<file path="src/rtl/i2s_mic_receiver_if.sv">
// I2S microphone bus between the receiver (I2S master) and the microphone.
//   sck     : bit clock, driven by the receiver
//   ws      : word select, driven by the receiver
//   sd      : serial data from the microphone (asynchronous to clk)
//   mic     : last captured 24-bit two's-complement sample, held
//   mic_vld : one-cycle strobe when mic takes a new value
// modport master is the receiver side; modport slave is the microphone /
// downstream side.
interface i2s_mic_receiver_if;
    logic        sck;
    logic        ws;
    logic        sd;
    logic [23:0] mic;
    logic        mic_vld;

    modport master (output sck, ws, mic, mic_vld, input sd);
    modport slave  (input sck, ws, mic, mic_vld, output sd);
endinterface

</file>
<file path="src/rtl/i2s_mic_receiver.sv">
// I2S master receiver for a 24-bit MEMS microphone.
// Generates SCK/WS from clk, deserialises the selected slot MSB-first and
// presents a held signed sample on mic with a one-cycle mic_vld strobe per
// 64-SCK frame.
// Ports:
//   clk : system clock, all logic on its rising edge
//   rst : synchronous active-high reset
//   bus : i2s_mic_receiver_if.master (sck, ws, mic, mic_vld out; sd in)
// Parameters:
//   clk_mhz  : system clock frequency, only used for a sanity assertion
//   sck_half : clk cycles per SCK half period (>= 4)
//   channel  : 0 = left slot (WS low), 1 = right slot (WS high)
module i2s_mic_receiver #(
    parameter int clk_mhz  = 50,
    parameter int sck_half = 8,
    parameter bit channel  = 1'b0
) (
    input  logic               clk,
    input  logic               rst,
    i2s_mic_receiver_if.master bus
);
    localparam int              d_w       = $clog2(sck_half);
    localparam logic [d_w-1:0]  d_last    = d_w'(sck_half - 1);
    // One-bit delay after the WS edge: data occupies b = 1..24 of the slot.
    localparam logic [5:0]      first_bit = channel ? 6'd33 : 6'd1;
    localparam logic [5:0]      last_bit  = channel ? 6'd56 : 6'd24;

    logic [d_w-1:0] d_reg, d_next;
    logic           sck_reg, sck_next;
    logic           ws_reg, ws_next;
    logic [5:0]     b_reg, b_next;
    logic [1:0]     sync_reg;
    logic [23:0]    shift_reg, shift_next;
    logic           done_reg, done_next;
    logic [23:0]    mic_reg, mic_next;
    logic           vld_reg;

    logic tick;
    logic rise;
    logic fall;
    logic in_window;

    always_comb begin
        tick       = (d_reg == d_last);
        rise       = tick && !sck_reg;
        fall       = tick && sck_reg;
        d_next     = tick ? '0 : d_reg + d_w'(1);
        sck_next   = tick ? !sck_reg : sck_reg;
        b_next     = fall ? b_reg + 6'd1 : b_reg;
        // WS follows the new frame position so it changes with SCK falling.
        ws_next    = fall ? b_next[5] : ws_reg;
        in_window  = (b_reg >= first_bit) && (b_reg <= last_bit);
        shift_next = (rise && in_window) ? {shift_reg[22:0], sync_reg[1]} : shift_reg;
        // Flag the capture of the last window bit; the sample is published
        // on the following clk edge so the shift register already holds it.
        done_next  = rise && (b_reg == last_bit);
        mic_next   = done_reg ? shift_reg : mic_reg;
    end

    always_ff @(posedge clk) begin
        if (rst) begin
            d_reg     <= '0;
            sck_reg   <= 1'b0;
            ws_reg    <= 1'b0;
            b_reg     <= '0;
            sync_reg  <= '0;
            shift_reg <= '0;
            done_reg  <= 1'b0;
            mic_reg   <= '0;
            vld_reg   <= 1'b0;
        end else begin
            assert (sck_half >= 4 && clk_mhz > 0);
            d_reg     <= d_next;
            sck_reg   <= sck_next;
            ws_reg    <= ws_next;
            b_reg     <= b_next;
            // sd is asynchronous; only the second flop feeds the capture.
            sync_reg  <= {sync_reg[0], bus.sd};
            shift_reg <= shift_next;
            done_reg  <= done_next;
            mic_reg   <= mic_next;
            vld_reg   <= done_reg;
        end
    end

    assign bus.sck     = sck_reg;
    assign bus.ws      = ws_reg;
    assign bus.mic     = mic_reg;
    assign bus.mic_vld = vld_reg;
endmodule

</file>
<file path="src/flat_wrapper.sv">
// flat-port wrapper written by rule: the top's interface ports become plain ports
module i2s_mic_receiver_flat 
#(
    parameter int clk_mhz  = 50,
    parameter int sck_half = 8,
    parameter bit channel  = 1'b0
)
  (clk, rst, bus_sck, bus_ws, bus_mic, bus_mic_vld, bus_sd);
  i2s_mic_receiver_if bus_i ();
  input  logic clk;
  input  logic rst;
  output wire logic [$bits(bus_i.sck)-1:0] bus_sck;
  output wire logic [$bits(bus_i.ws)-1:0] bus_ws;
  output wire logic [$bits(bus_i.mic)-1:0] bus_mic;
  output wire logic [$bits(bus_i.mic_vld)-1:0] bus_mic_vld;
  input wire logic [$bits(bus_i.sd)-1:0] bus_sd;
  assign bus_sck = bus_i.sck;
  assign bus_ws = bus_i.ws;
  assign bus_mic = bus_i.mic;
  assign bus_mic_vld = bus_i.mic_vld;
  assign bus_i.sd = bus_sd;
  i2s_mic_receiver #(.clk_mhz(clk_mhz), .sck_half(sck_half), .channel(channel)) u_core (.clk(clk), .rst(rst), .bus(bus_i));
endmodule
</file>
<file path="config.mk">
export PLATFORM = sky130hd
export DESIGN_NAME = i2s_mic_receiver_flat
export DESIGN_NICKNAME = d
export VERILOG_FILES = /design/src/rtl/i2s_mic_receiver_if.sv /design/src/rtl/i2s_mic_receiver.sv /design/src/flat_wrapper.sv
export SDC_FILE = /design/constraint.sdc
export NUM_CORES = 1
export LEC_CHECK = 0
export CAP_MARGIN = 20
export CORE_MARGIN = 2
export CORE_UTILIZATION = 58
export DETAILED_ROUTE_END_ITERATION = 8
export PLACE_DENSITY = 0.94
export SLEW_MARGIN = 20
export SYNTH_ARGS = -nofsm -noshare
export SYNTH_HDL_FRONTEND = slang
export SYNTH_SLANG_ARGS = --single-unit
export TNS_END_PERCENT = 1
</file>
<file path="constraint.sdc">
create_clock -name clk -period 4.65 [get_ports clk]
set_clock_uncertainty 0.2 [all_clocks]
set_input_delay 1.1625 -clock clk [delete_from_list [all_inputs] [get_ports clk]]
set_output_delay 1.1625 -clock clk [all_outputs]
set_load 0.01 [all_outputs]
</file>
==> flow_summary.yaml, run 1 <==
timing:
  tns_ns: 0
  tightest_slew_ns: 0.941
  post-route-period-util_pct: 58.8
  fin_ws_ns: 1.92
  fin_crit_ns: 2.73
  setup_viol: 0
  maxSlewViolCount: 0
  rsz0062_at_grt: "no"
  hold_violations: 0
  slew_headroom_pct: 37.2
  fmax_mhz: 366
worst_hold_path:
  hp-class: "reg2reg"
clock_tree:
  cts_tree: "built"
  clkTransAtPathRegs_ns: 0.06
  cts_setup_buffers: 0
  cts_buffer_depth: 2
  cts_resized: 0
  cts_buffers: 9
  clock_sinks: 63
  htreeDepth: 3
  root_buffer: "clkbuf_8"
  holdBufCountCts: 0
  clock_latency_ns: 0.33
placement:
  placed_cell_area_mm2: 0.00266
  io_buffers: 29
  dp_worst_setup_slack_ns: 2.08
  hpwl_um: 2450
  routabilityCongestion: 0.827
routing:
  dr.pass1.iters: 4
  drc: 0
  drt_wl_total_um: 3890
  drt-initial-drc-count: 84
  vias: 1541
  viasPerCell: 5.10
  drtAntennaViolNets: 0
  routedWlPerCell_um: 12.9
synthesis:
  synth_nets: 228
  synthCells: 219
  yosys.cell_count.top_type: "dfxtp_1"
  synth_top_area_share_pct: 52.7
  synth_cell_type_count: 28
  async_flop_share_pct: 0
  ys.flop_type: "dfxtp_1"
  ys_seq_elements: 63
  syn-cell-area_mm2: 0.00239
  ys_warn_count: 0
  synth.avg_cell_area_um2: 10.9
  synth_top_area_cell: "dfxtp_1"
  synth_edf_count: 0
  synth_common_cells: "dfxtp_1, mux2i_1, nor2_1, nand2b_1"
  synth_seq_area_share_pct: 52.7
  synth_area_leaders: "dfxtp_1, mux2i_1, nand2b_1"
finish:
  fillers: 304
  drive_gt1_share_pct: 7.54
  sequential_cell_area_mm2: 0.00126
  multi_input_area_mm2: 0.00103
  diodes: 0
  finalInstanceArea_mm2: 0.00287
  area_growth_pct: 19.9
  nets: 256
setup_path:
  criticalPathCategory: "reg2out"
  cp_max_fo: 7
  worstSetupEndpointType: "primary output"
  critPathSlowestCell: "clkdlybuf4s50_1"
  r2r_slack_ns: 2.34
  critical_path_required_ns: 3.29
  cp-start-kind: "register"
  path_buf_inv: 1
  cpPeakStageDelay_ns: 0.58
  critPathTopFamily: "buffers and inverters"
  critPathArrivalTime_ns: 1.37
  path_cells: "clkdlybuf4s50_1"
floorplan:
  start_util_pct: 59.9
  io_pins: 30
  fp-row-count: 23
  fp.dieArea_mm2: 0.00466
  core_area_mm2: 0.00400
  fp.dieH_um: 68.3
  die_w_um: 68.3
grt:
  grt_max_degree: 65
  antenna_found_initial: 0
  grt_pass1_wl_um: 6270
  grt_usage_pct: 18.8
  grt_overflow_total: 0
  grt_pass1_vias: 1416
run_status:
  status: "finished, final reports clean"
power_and_ir_drop:
  peakVddDrop_mv: 0.218
  p_leak_uw: 0.000987
  powerDensity_mw_per_mm2: 363
job:
  drv_cap: 0
[worst paths after layout]
check / from / end / cells after the start
worst min-delay path: u_core.d_reg[0] / u_core.d_reg[0] / 1
worst min register to register: u_core.d_reg[0] / u_core.d_reg[0] / 1
worst max register to register: u_core.d_reg[0] / u_core.shift_reg[11] / 6
worst max-delay path: u_core.bus.sck / bus_sck / 1
[cell families after synthesis]
logic type / count (synthesis) / synth area share [%]
AND/OR/NAND/NOR: 72 / 15.9
flip-flops: 63 / 52.7
multiplexers: 48 / 20.1
buffers and inverters: 17 / 4.49
AO/OA/AOI/OAI: 10 / 2.61
adder cells (fa/ha/maj): 6 / 3.13
XOR/XNOR: 3 / 1.10
[per-layer routing]
metal  global-route usage (%)  vias up  routed length, um
met2                     30.5       31               1880
met4                     8.25        0                 69
met1                     21.6      711               1780
met3                     7.89        8                166
met5                        0        -                  0
li1                         -      791                  -
[cells in the final DEF, fill, tap and decap left out, types with 2 or more instances in the layout]
cell and n:
a21oi_1 5, buf_4 2, clkbuf_8 12, clkdlybuf4s50_1 28
clkinv_2 2, dfxtp_1 63, ha_1 6, inv_1 3
mux2i_1 48, nand2_1 4, nand2b_1 25, nand3_1 3
nor2_1 27, nor2b_1 4, nor3b_1 3, o21ai_0 2
xnor2_1 2
[where the power goes]
part	internal, uW	leakage [uW]	total, uW	switching (uW)
combinational	6.86	0.000370	15.3	8.49
sequential	543	0.000508	544	1.12
clock	290	0.000109	482	193
[through the flow]
stage               cells  power (uW)  hold WS [ns]  utilization, %
floorplan             219         568         0.198               -
CTS                   302        1050         0.225            71.8
finish                302        1040         0.221            71.8
global route          302        1070         0.239            71.8
detailed placement    286         572         0.212            66.5
global placement      286         571         0.210            66.5
[final cells by class]
| cell class | count | area share (%) |
|---|---|---|
| Multi-Input combinational cell | 139 | 35.7 |
| Tap cell | 50 | 2.18 |
| Inverter | 3 | 0.392 |
| Clock inverter | 3 | 1.39 |
| Timing Repair Buffer | 31 | 10.5 |
| Clock buffer | 13 | 5.88 |
| Sequential cell | 63 | 43.9 |
Note: power is estimated with default switching activity, not from simulation.
==> run 2: changes to the inputs <==
--- a/config.mk
+++ b/config.mk
@@ -7,9 +7,9 @@
 export LEC_CHECK = 0
 export CAP_MARGIN = 20
 export CORE_MARGIN = 2
-export CORE_UTILIZATION = 58
+export CORE_UTILIZATION = 54
 export DETAILED_ROUTE_END_ITERATION = 8
-export PLACE_DENSITY = 0.94
+export PLACE_DENSITY = 0.89
 export SLEW_MARGIN = 20
 export SYNTH_ARGS = -nofsm -noshare
 export SYNTH_HDL_FRONTEND = slang
==> constraint.sdc (replaced) <==
create_clock -name clk -period 2.8 [get_ports clk]
set_clock_uncertainty 0.2 [all_clocks]
set_input_delay 0.7 -clock clk [delete_from_list [all_inputs] [get_ports clk]]
set_output_delay 0.7 -clock clk [all_outputs]
set_load 0.01 [all_outputs]
==> run 2 against run 1 <==
Against the previous run:
- first-iteration DRC count grew 19%
- clock power rose by 39%
- sequential share of layout area is 0.43 points higher
- cell count is 0.66% higher
- core utilization fell by 6.0 points
- register-to-register slack lost 1.7 ns
- worst hold slack better by 0.0043 ns
- largest power group unchanged
- global-route usage fell by 1.3 points
- count of clock-buffer cells in the layout stayed put
- critical path type unchanged
- via count up 1.4%
- die area rose by 7.0%
==> flow_summary.yaml, run 2 (synthesized netlist as in run 1, its figures left out) <==
grt:
  grt_usage_pct: 17.5
  grt_pass1_wl_um: 6760
  antenna_found_initial: 0
  grt_overflow_total: 0
  grt_max_degree: 49
  grt_pass1_vias: 1520
floorplan:
  die_w_um: 70.6
  fp-row-count: 24
  core_area_mm2: 0.00432
  start_util_pct: 55.4
  io_pins: 30
  fp.dieArea_mm2: 0.00498
  fp.dieH_um: 70.6
placement:
  io_buffers: 29
  routabilityCongestion: 0.751
  hpwl_um: 2520
  place_inst: 290
finish:
  layout_common_cells: "dfxtp_1, mux2i_1, clkdlybuf4s50_1, nor2_1, nand2b_1"
  layout_commonest_cell: "dfxtp_1"
  area_growth_pct: 18.7
  nets: 258
  drive_gt1_share_pct: 7.14
  diodes: 0
  final_cells: 304
clock_tree:
  cts_resized: 0
  cts_buffer_depth: 2
  clock_latency_ns: 0.34
  clock_sinks: 63
  root_buffer: "clkbuf_8"
  cts_buffers: 9
  holdBufCountCts: 0
  cts_setup_buffers: 0
  clkTransAtPathRegs_ns: 0.06
  cts_tree: "built"
  htreeDepth: 3
timing:
  fin_crit_ns: 2.25
  tns_ns: 0
  slew_headroom_pct: 53.6
  fmax_mhz: 445
  maxSlewViolCount: 0
  holdWs_ns: 0.225
  tightest_slew_ns: 0.696
  setup_viol: 0
  rsz0062_at_grt: "no"
  post-route-period-util_pct: 80.2
  hold_violations: 0
routing:
  routedWlPerCell_um: 12.9
  vias: 1563
  dr.pass1.iters: 4
  drt-initial-drc-count: 100
  drtAntennaViolNets: 0
  viasPerCell: 5.14
  drt_wl_total_um: 3910
  drc: 0
setup_path:
  cp_max_fo: 7
  path_cells: "clkdlybuf4s50_1"
  critPathSlowestCell: "clkdlybuf4s50_1"
  critPathTopFamily: "buffers and inverters"
  cp-start-kind: "register"
  critical_path_required_ns: 1.90
  path_buf_inv: 1
  r2r_slack_ns: 0.64
  critPathArrivalTime_ns: 1.35
  cpPeakStageDelay_ns: 0.58
  criticalPathCategory: "reg2out"
  worstSetupEndpointType: "primary output"
job:
  drv_cap: 0
power_and_ir_drop:
  p_leak_uw: 0.000973
  peakVddDrop_mv: 0.481
  powerDensity_mw_per_mm2: 562
worst_hold_path:
  hp-class: "reg2reg"
run_status:
  status: "finished, final reports clean"
## run 2: cell types whose count changed in the layout (fill, tap and decap cells not counted)
cell	delta
clkbuf_1	+1
clkinv_2	-1
buf_4	+2
bufinv_16	-1
clkbuf_8	-1
## run 2: report_power, final
part / total [uW] / switching [uW] / internal, uW
Clock: 668 / 309 / 359
Combinational: 27.7 / 14.7 / 13.0
Sequential: 903 / 1.79 / 902
Total: 1600 / 326 / 1270
## run 2: final timing paths
path / start / end / cells past startpoint
hold / removal: u_core.d_reg[0] / u_core.d_reg[0] / 1
setup / recovery: u_core.bus.sck / bus_sck / 1
setup reg to reg: u_core.d_reg[0] / u_core.shift_reg[15] / 6
hold reg to reg: u_core.d_reg[0] / u_core.d_reg[0] / 1
## run 2: routing by layer
layer / global-route usage [%] / vias to the layer above / routed length (um)
met5: 0 / - / 0
met2: 27.4 / 28 / 1790
li1: - / 797 / -
met4: 6.92 / 0 / 72
met3: 7.83 / 8 / 184
met1: 21.5 / 730 / 1860
## run 2: through the flow
step | cell area, um2 | setup WS, ns | util (%) | total power, uW
final | 2840 | 0.554 | 65.7 | 1600
after global routing | 2840 | 0.434 | 65.7 | 1660
after CTS | 2840 | 0.528 | 65.7 | 1620
after detailed placement | 2680 | 0.662 | 62.0 | 951
after global placement | 2680 | 0.706 | 62.0 | 951
after floorplan | 2390 | 0.815 | - | 944
## run 2: final cells by class
class / instances / area [um2]
Tap cell: 52 / 65.1
Clock buffer: 13 / 159
Timing Repair Buffer: 33 / 315
Sequential cell: 63 / 1260
Multi-Input combinational cell: 139 / 1030
Inverter: 3 / 11.3
Fill cell: 366 / 1480
Clock inverter: 1 / 5.00
==> run 3: changes to the inputs <==
==> constraint.sdc (replaced) <==
create_clock -name clk -period 2.2 [get_ports clk]
set_clock_uncertainty 0.2 [all_clocks]
set_input_delay 0.55 -clock clk [delete_from_list [all_inputs] [get_ports clk]]
set_output_delay 0.55 -clock clk [all_outputs]
set_load 0.01 [all_outputs]
==> run 3 against run 2 <==
Against the previous run:
- worst setup slack got worse by 0.43 ns
- clock power rose by 53%
- worst hold slack got worse by 0.0011 ns
- largest power group unchanged
==> flow_summary.yaml, run 3 (synthesized netlist as in run 1, its figures left out) <==
setup_path:
  cp_max_fo: 17
  reg2reg_depth: 6
  worstSetupEndpointType: "register"
  critPathArrivalTime_ns: 2.13
  criticalPathCategory: "reg2reg"
  critical_path_required_ns: 2.25
  r2r-start: "u_core.b_reg[1]"
  r2r_slack_ns: 0.12
  r2r-end: "u_core.shift_reg[9]"
  cp-start-kind: "register"
finish:
  fillers: 364
  nets: 260
  layout_common_cells: "dfxtp_1, mux2i_1, clkdlybuf4s50_1, nor2_1, nand2b_1"
  final_util_pct: 67.6
  drive_gt1_share_pct: 9.77
  layout_commonest_cell: "dfxtp_1"
  diodes: 0
  area_growth_pct: 22.0
placement:
  dp_worst_setup_slack_ns: 0.154
  hpwl_um: 2570
  routabilityCongestion: 0.774
  io_buffers: 29
worst_hold_path:
  hp-class: "reg2reg"
  hold-path-cell-count: 1
  hp-start: "u_core.d_reg[0]"
  min_to: "u_core.d_reg[0]"
timing:
  tns_ns: 0
  slew_headroom_pct: 64.6
  setup_viol: 0
  fin_crit_ns: 2.08
  fmax_mhz: 481
  holdWs_ns: 0.224
  post-route-period-util_pct: 94.5
  maxSlewViolCount: 0
  tightest_slew_ns: 0.531
  hold_violations: 0
  fin_ws_ns: 0.121
routing:
  routedWlPerCell_um: 12.5
  drtAntennaViolNets: 0
  drt-initial-drc-count: 46
  vias: 1593
  drc: 0
  viasPerCell: 5.17
  drt_wl_total_um: 3840
  dr.pass1.iters: 4
clock_tree:
  root_buffer: "clkbuf_8"
  cts_buffer_depth: 2
  clock_latency_ns: 0.33
  clock_sinks: 63
  cts_tree: "built"
  htreeDepth: 3
  clkTransAtPathRegs_ns: 0.06
  holdBufCountCts: 0
  cts_buffers: 9
grt:
  antenna_found_initial: 0
  grt_max_degree: 39
  grt_usage_pct: 17.1
  grt_pass1_vias: 1523
  grt_pass1_wl_um: 6710
  grt_overflow_total: 0
floorplan:
  die_w_um: 70.6
  core_area_mm2: 0.00432
  io_pins: 30
  fp-row-count: 24
  start_util_pct: 55.4
  fp.dieH_um: 70.6
  fp.dieArea_mm2: 0.00498
power_and_ir_drop:
  p_leak_uw: 0.00102
  peakVddDrop_mv: 0.435
  powerDensity_mw_per_mm2: 757
job:
  drv_cap: 0
run_status:
  status: "finished, final reports clean"
==> run 3: cell count changes in the layout (fill, tap and decap cells not counted) <==
cell       previous run  this run
buf_12                0         1
buf_4                 4         5
bufinv_16             0         1
clkbuf_1              2         1
clkbuf_8             11        12
clkinv_2              1         2
dfxtp_1              63        62
dfxtp_2               0         1
nor3b_1               3         2
nor3b_2               0         1
==> run 3: critical path, stage by stage (launching register included) <==
cell	delay, ns
dfxtp_1	0.37
inv_1	0.09
ha_1	0.18
or4b_1	0.46
o221a_1	0.26
buf_4	0.23
mux2i_1	0.21
==> run 3: through the flow <==
step	power, uW	cells	cell area [um2]
6_report	2210	308	2920
5_1_grt	2280	308	2920
3_3_place_gp	1210	292	2710
4_1_cts	2230	308	2920
3_5_place_dp	1210	292	2710
2_1_floorplan	1200	219	2390
==> run 3: worst max-delay path by stage <==
stage,endpoint,depth (start not counted),slack [ns],from
final,u_core.shift_reg[9],6,0.12,u_core.b_reg[1]
after detailed placement,u_core.shift_reg[9],6,0.15,u_core.d_reg[0]
after CTS,u_core.shift_reg[9],6,0.03,u_core.d_reg[0]
after global routing,u_core.shift_reg[9],6,-0.03,u_core.d_reg[0]
after floorplan,u_core.shift_reg[10],7,0.21,u_core.b_reg[1]
after global placement,u_core.shift_reg[14],6,0.17,u_core.d_reg[0]
==> run 3: report_power, final <==
group          switching [uW]  internal (uW)
combinational            19.1           17.1
clock                     412            612
sequential               2.37           1150
total                     434           1780
==> run 3: cell type report <==
cell class	instances	area [um2]	share of cell area, %
multi-input combinational	139	1030	35.3
clock buffer	13	169	5.78
tap	52	65.1	2.23
sequential	63	1260	43.2
inverter	3	11.3	0.385
clock inverter	3	40.0	1.37
timing repair buffer	35	343	11.7
==> run 3: per-layer routing <==
layer | vias up | routed length, um | GRT usage, %
met3 | 10 | 147 | 3.85
met4 | 0 | 115 | 10.7
met1 | 743 | 1750 | 20.8
met2 | 35 | 1830 | 27.7
met5 | - | 0 | 0
li1 | 805 | - | -
==> run 3: repair_timing <==
item,4_1_cts,5_1_grt
setup endpoints to repair,0,17
setup buffers,0,0
gates resized for setup,0,2
